==> config.mk <==
export PLATFORM = sky130hd
export DESIGN_NAME = multicycle_controller
export DESIGN_NICKNAME = d
export VERILOG_FILES = /design/src/rtl/multicycle_controller.sv
export SDC_FILE = /design/constraint.sdc
export NUM_CORES = 1
export LEC_CHECK = 0
export CORE_UTILIZATION = 41
export DETAILED_ROUTE_END_ITERATION = 8
export GPL_TIMING_DRIVEN = 1
export PLACE_DENSITY_LB_ADDON = 0.12
export SLEW_MARGIN = 20
export SYNTH_ARGS = -nofsm -noshare
export SYNTH_HDL_FRONTEND = slang
export SYNTH_SLANG_ARGS = --single-unit
export TNS_END_PERCENT = 1
==> constraint.sdc <==
create_clock -name clk -period 3.4 [get_ports clk]
set_input_delay 1.02 -clock clk [delete_from_list [all_inputs] [get_ports clk]]
set_output_delay 1.02 -clock clk [all_outputs]
set_load 0.03 [all_outputs]
==> src/rtl/multicycle_controller.sv <==
// Purpose : control unit for a multicycle RV32I subset (lw, sw, R-type, I-type ALU, jal, beq).
// Latency : outputs are combinational from the registered state; one state step per clock.
// Backpressure: none; the FSM advances every cycle and reset abandons the current instruction.
//
// Ports:
//   clk, reset          - clock and synchronous active-high reset
//   op, funct3, funct7b5 - instruction fields used for sequencing and ALU decode
//   zero                - ALU zero flag, qualifies the branch PC write in the same cycle
//   PCWrite, AdrSrc, MemWrite, IRWrite, RegWrite - datapath enables/selects
//   ResultSrc, ALUSrcA, ALUSrcB, ImmSrc          - datapath mux selects
//   ALUControl          - ALU operation
//   illegal             - one-cycle pulse in Decode for an unsupported opcode
//   state               - current FSM encoding, for debug
module multicycle_controller (
    input  logic       clk,
    input  logic       reset,
    input  logic [6:0] op,
    input  logic [2:0] funct3,
    input  logic       funct7b5,
    input  logic       zero,
    output logic       PCWrite,
    output logic       AdrSrc,
    output logic       MemWrite,
    output logic       IRWrite,
    output logic       RegWrite,
    output logic [1:0] ResultSrc,
    output logic [1:0] ALUSrcA,
    output logic [1:0] ALUSrcB,
    output logic [1:0] ImmSrc,
    output logic [2:0] ALUControl,
    output logic       illegal,
    output logic [3:0] state
);

    localparam logic [6:0] OP_LOAD   = 7'b0000011;
    localparam logic [6:0] OP_STORE  = 7'b0100011;
    localparam logic [6:0] OP_RTYPE  = 7'b0110011;
    localparam logic [6:0] OP_ITYPE  = 7'b0010011;
    localparam logic [6:0] OP_JAL    = 7'b1101111;
    localparam logic [6:0] OP_BRANCH = 7'b1100011;

    typedef enum logic [3:0] {
        S_FETCH    = 4'd0,
        S_DECODE   = 4'd1,
        S_MEMADR   = 4'd2,
        S_MEMREAD  = 4'd3,
        S_MEMWB    = 4'd4,
        S_MEMWRITE = 4'd5,
        S_EXECR    = 4'd6,
        S_ALUWB    = 4'd7,
        S_EXECI    = 4'd8,
        S_JAL      = 4'd9,
        S_BEQ      = 4'd10
    } state_t;

    state_t     state_q;
    state_t     state_d;

    // Raw per-state controls before reset gating and branch qualification.
    logic       pc_update;
    logic       branch;
    logic       adr_src;
    logic       mem_write;
    logic       ir_write;
    logic       reg_write;
    logic [1:0] result_src;
    logic [1:0] alu_src_a;
    logic [1:0] alu_src_b;
    logic [1:0] alu_op;
    logic       op_supported;

    assign state = state_q;

    // ------------------------------------------------------------------
    // State register
    // ------------------------------------------------------------------
    always_ff @(posedge clk) begin
        if (reset) begin
            state_q <= S_FETCH;
        end else begin
            state_q <= state_d;
        end
    end

    always_comb begin
        op_supported = 1'b0;
        case (op)
            OP_LOAD, OP_STORE, OP_RTYPE, OP_ITYPE, OP_JAL, OP_BRANCH: op_supported = 1'b1;
            default: op_supported = 1'b0;
        endcase
    end

    // ------------------------------------------------------------------
    // Next-state logic
    // ------------------------------------------------------------------
    always_comb begin
        state_d = S_FETCH;
        case (state_q)
            S_FETCH:  state_d = S_DECODE;
            S_DECODE: begin
                case (op)
                    OP_LOAD, OP_STORE: state_d = S_MEMADR;
                    OP_RTYPE:          state_d = S_EXECR;
                    OP_ITYPE:          state_d = S_EXECI;
                    OP_JAL:            state_d = S_JAL;
                    OP_BRANCH:         state_d = S_BEQ;
                    default:           state_d = S_FETCH;
                endcase
            end
            S_MEMADR:   state_d = (op == OP_LOAD) ? S_MEMREAD : S_MEMWRITE;
            S_MEMREAD:  state_d = S_MEMWB;
            S_MEMWB:    state_d = S_FETCH;
            S_MEMWRITE: state_d = S_FETCH;
            S_EXECR:    state_d = S_ALUWB;
            S_EXECI:    state_d = S_ALUWB;
            S_JAL:      state_d = S_ALUWB;
            S_ALUWB:    state_d = S_FETCH;
            S_BEQ:      state_d = S_FETCH;
            // Encodings 11-15 are unused and recover to Fetch.
            default:    state_d = S_FETCH;
        endcase
    end

    // ------------------------------------------------------------------
    // Moore outputs per state
    // ------------------------------------------------------------------
    always_comb begin
        pc_update  = 1'b0;
        branch     = 1'b0;
        adr_src    = 1'b0;
        mem_write  = 1'b0;
        ir_write   = 1'b0;
        reg_write  = 1'b0;
        result_src = 2'b00;
        alu_src_a  = 2'b00;
        alu_src_b  = 2'b00;
        alu_op     = 2'b00;
        case (state_q)
            S_FETCH: begin
                ir_write   = 1'b1;
                alu_src_b  = 2'b10;
                result_src = 2'b10;
                pc_update  = 1'b1;
            end
            S_DECODE: begin
                alu_src_a = 2'b01;
                alu_src_b = 2'b01;
            end
            S_MEMADR: begin
                alu_src_a = 2'b10;
                alu_src_b = 2'b01;
            end
            S_MEMREAD: begin
                adr_src = 1'b1;
            end
            S_MEMWB: begin
                result_src = 2'b01;
                reg_write  = 1'b1;
            end
            S_MEMWRITE: begin
                adr_src   = 1'b1;
                mem_write = 1'b1;
            end
            S_EXECR: begin
                alu_src_a = 2'b10;
                alu_op    = 2'b10;
            end
            S_ALUWB: begin
                reg_write = 1'b1;
            end
            S_EXECI: begin
                alu_src_a = 2'b10;
                alu_src_b = 2'b01;
                alu_op    = 2'b10;
            end
            S_JAL: begin
                alu_src_a = 2'b01;
                alu_src_b = 2'b10;
                pc_update = 1'b1;
            end
            S_BEQ: begin
                alu_src_a = 2'b10;
                alu_op    = 2'b01;
                branch    = 1'b1;
            end
            default: begin
                pc_update = 1'b0;
            end
        endcase
    end

    // ------------------------------------------------------------------
    // Immediate format decode, independent of state
    // ------------------------------------------------------------------
    always_comb begin
        ImmSrc = 2'b00;
        case (op)
            OP_STORE:  ImmSrc = 2'b01;
            OP_BRANCH: ImmSrc = 2'b10;
            OP_JAL:    ImmSrc = 2'b11;
            default:   ImmSrc = 2'b00;
        endcase
    end

    // ------------------------------------------------------------------
    // ALU decoder. Subtract for funct3=000 only for R-type (op[5]) with funct7b5,
    // so addi with a set Instr[30] still adds.
    // ------------------------------------------------------------------
    always_comb begin
        ALUControl = 3'b000;
        case (alu_op)
            2'b00: ALUControl = 3'b000;
            2'b01: ALUControl = 3'b001;
            2'b10: begin
                case (funct3)
                    3'b000:  ALUControl = (op[5] & funct7b5) ? 3'b001 : 3'b000;
                    3'b010:  ALUControl = 3'b101;
                    3'b110:  ALUControl = 3'b011;
                    3'b111:  ALUControl = 3'b010;
                    default: ALUControl = 3'b000;
                endcase
            end
            default: ALUControl = 3'b000;
        endcase
    end

    // ------------------------------------------------------------------
    // Output assembly. Reset gates every write enable and the illegal pulse
    // immediately, whatever state the register still holds.
    // ------------------------------------------------------------------
    always_comb begin
        AdrSrc    = adr_src;
        ResultSrc = result_src;
        ALUSrcA   = alu_src_a;
        ALUSrcB   = alu_src_b;
        PCWrite   = pc_update | (branch & zero);
        MemWrite  = mem_write;
        IRWrite   = ir_write;
        RegWrite  = reg_write;
        illegal   = (state_q == S_DECODE) && !op_supported;
        if (reset) begin
            PCWrite  = 1'b0;
            MemWrite = 1'b0;
            IRWrite  = 1'b0;
            RegWrite = 1'b0;
            illegal  = 1'b0;
        end
    end

endmodule
==> summary.txt <==
Outcome
  – Status: complete, no violations

Critical path
  – Critical Path RT: 2.38 ns
  – Critical path class: input port to primary output
  – CP endpoint kind: primary output
  – Crit path DAT: 2.27 ns
  – Critical path launch point type: input port
  – CP Max Fanout: 4

Global route
  – Vias in the first global route: 581
  – Largest net degree at the start of global routing: 21
  – GRT Resource Usage Total: 0.175
  – Initial antenna violation count: 0
  – Total gr overflow: 0
  – Global-route wire length before repair: 2430 um

Layout
  – Synth-to-Final Area Change: 52.7%
  – Final core occ: 0.713
  – Final cell count without fillers: roughly 130
  – Post-route cell area: 986 um^2
  – Share of layout cells above drive strength 1: 0.205
  – Number of diodes: 0
  – Max reg flops: 4
  – Nets: 135
  – Fill cell count: 120
  – Multi-input gate area: 494 um^2
  – Register Area: 80.1 um^2

Routing
  – DRT iter0 DRCs: 12
  – Vias: 740
  – DRC: 0
  – Wirelength per Cell: 11.4 um
  – 1st-pass router iterations: 4
  – Remaining antenna violation count after routing: 0
  – DRT Wirelength: 1510 um
  – Drt via density: 5.61

Yosys
  – Mapped Area: 646 um^2
  – Dominant cells by area after synthesis: dfxtp_1 12%, buf_6 5.2%, nor2b_1 4.8%
  – Syn Inst Count: 80
  – Largest area contributor in the netlist: dfxtp_1
  – Yosys warning count: 0
  – #FFs+latches synth: 4
  – Sequential-to-total area share from yosys stat: 0.124
  – Area share of the largest cell type after synthesis: 0.124
  – Most numerous cell in the Yosys netlist: nor2_1
  – Post-synth top cells: 6 x nor2_1, 5 x nor2b_1
  – Main synth FF type: dfxtp_1
  – Mapped Avg Cell Area: 8.07 um^2
  – Yosys cell types: 43
  – Number of synthesized flops with an enable pin: 0
  – Net count of the mapped netlist: between 90 and 100
  – Async SR Flop Fraction: 0

Pwr
  – Worst IR Drop VDD: 0.166 mV
  – Leak pwr: 0.402 nW
  – Tot Pwr: between 0.15 and 0.2 mW
  – Power per cell area: 191 nW/um^2

STA
  – Final period util: 0.969
  – Hold Slack: 0.780 ns
  – Max Clk Rate: between 300 and 400 MHz
  – Final TNS setup: 0 ns
  – Worst slew margin: 0.525
  – Worst slew pin tran: about 0.7 ns
  – Setup violators final: 0
  – Clock Skews: 0.00281 ns
  – Final WS setup: 0.107 ns
  – Post-route minimum period: 3.29 ns
  – RSZ-0062 raised after global routing: no
  – Final Max Slew Viols: 0
  – Final Hold Vio Count: 0

Place
  – Placement Cell Area: ~960 um^2
  – Hpwl dp: 1170 um
  – Placed insts: 129
  – PortBufs: 34
  – Placement-stage worst setup slack: 0.135 ns
  – Placer Congestion: between 0.7 and 0.8

Clock tree
  – Sink Count: 4
  – Hold Buf Count CTS: 0
  – Root Buffer: clkbuf_4
  – Setup Buffers After CTS: 0
  – Clock Pin Slew Worst Setup and Hold Paths: 0.04 ns
  – Clk buf depth: 2
  – TritonCTS Buffers: 3
  – Htree depth: 1
  – Cts repair resizes: 0
  – CTS tree: built
  – Clk Latency, worst-skew pair: 0.23 ns

Worst hold path
  – Worst hold path class: register to register

Floorplanning
  – Initial core utilization: 0.467
  – Core ar.: 1380 um^2
  – Die Ht: 41.7 um
  – Width of the die: 41.7 um
  – Die area: 1740 um^2
  – I/O pin count: 35
  – Std cell rows: 13

Job
  – Max-Cap Viols: 0
==> layout by cell type (no fill, tap or decap), types with 2 or more instances in the layout <==
cell	instances
clkdlybuf4s50_1	25
buf_4	14
nor2_1	6
nor2b_1	5
nor3_1	4
inv_1	4
o21ai_0	4
dfxtp_1	4
nand2_1	3
a21oi_1	3
nand2b_1	3
clkbuf_4	3
nor4_2	2
and4bb_1	2
nor3b_1	2
nor4_1	2
xor2_1	2
o21ba_1	2
a31oi_1	2
ha_1	2
==> where the power goes <==
part | internal (mW) | switching, mW
Combinational | 0.0412 | 0.0366
Sequential | 0.0484 | 0.00506
Clock | 0.0394 | 0.0181
Total | 0.129 | 0.0597
==> worst paths after layout <==
kind,endpoint,slack [ns],cells after the start,start
setup / recovery,ImmSrc[0],0.11,4,op[2]
hold / removal,state[2],0.78,3,state[2]
setup reg to reg,state[1],1.96,3,state[1]
hold reg to reg,state[2],0.78,3,state[2]
==> cell type report <==
class                   instances  area share
flip-flops and latches          4      0.0812
clock buffers                   3      0.0228
repair buffers                 39       0.360
well taps                      15      0.0190
inverters                       4      0.0152
multi-input cells              67       0.501
==> cells by family (layout without fill, tap and decap cells) <==
| family | after synthesis | in the layout | synth area share |
|---|---|---|---|
| XOR/XNOR | 3 | 3 | 0.0407 |
| flip-flops | 4 | 4 | 0.124 |
| buffers and inverters | 9 | 46 | 0.110 |
| AND/OR/NAND/NOR | 43 | 43 | 0.463 |
| AO/OA/AOI/OAI | 19 | 19 | 0.223 |
| adder cells (fa/ha/maj) | 2 | 2 | 0.0388 |
==> critical path, cell delays in order <==
cell and delay (ns):
clkdlybuf4s50_1 0.47, nand4bb_1 0.27, o41ai_1 0.29, buf_4 0.22
==> metal layers <==
layer / routed length (um) / vias to the layer above / share of wire / global-route usage
met1: 680 / 329 / 0.45 / 0.222
met4: 22 / 0 / 0.015 / 0.0774
met3: 81 / 4 / 0.054 / 0.0391
met2: 724 / 32 / 0.48 / 0.281
li1: - / 375 / - / -
met5: 0 / - / 0 / 0
Power figures use the tool's default switching activity.
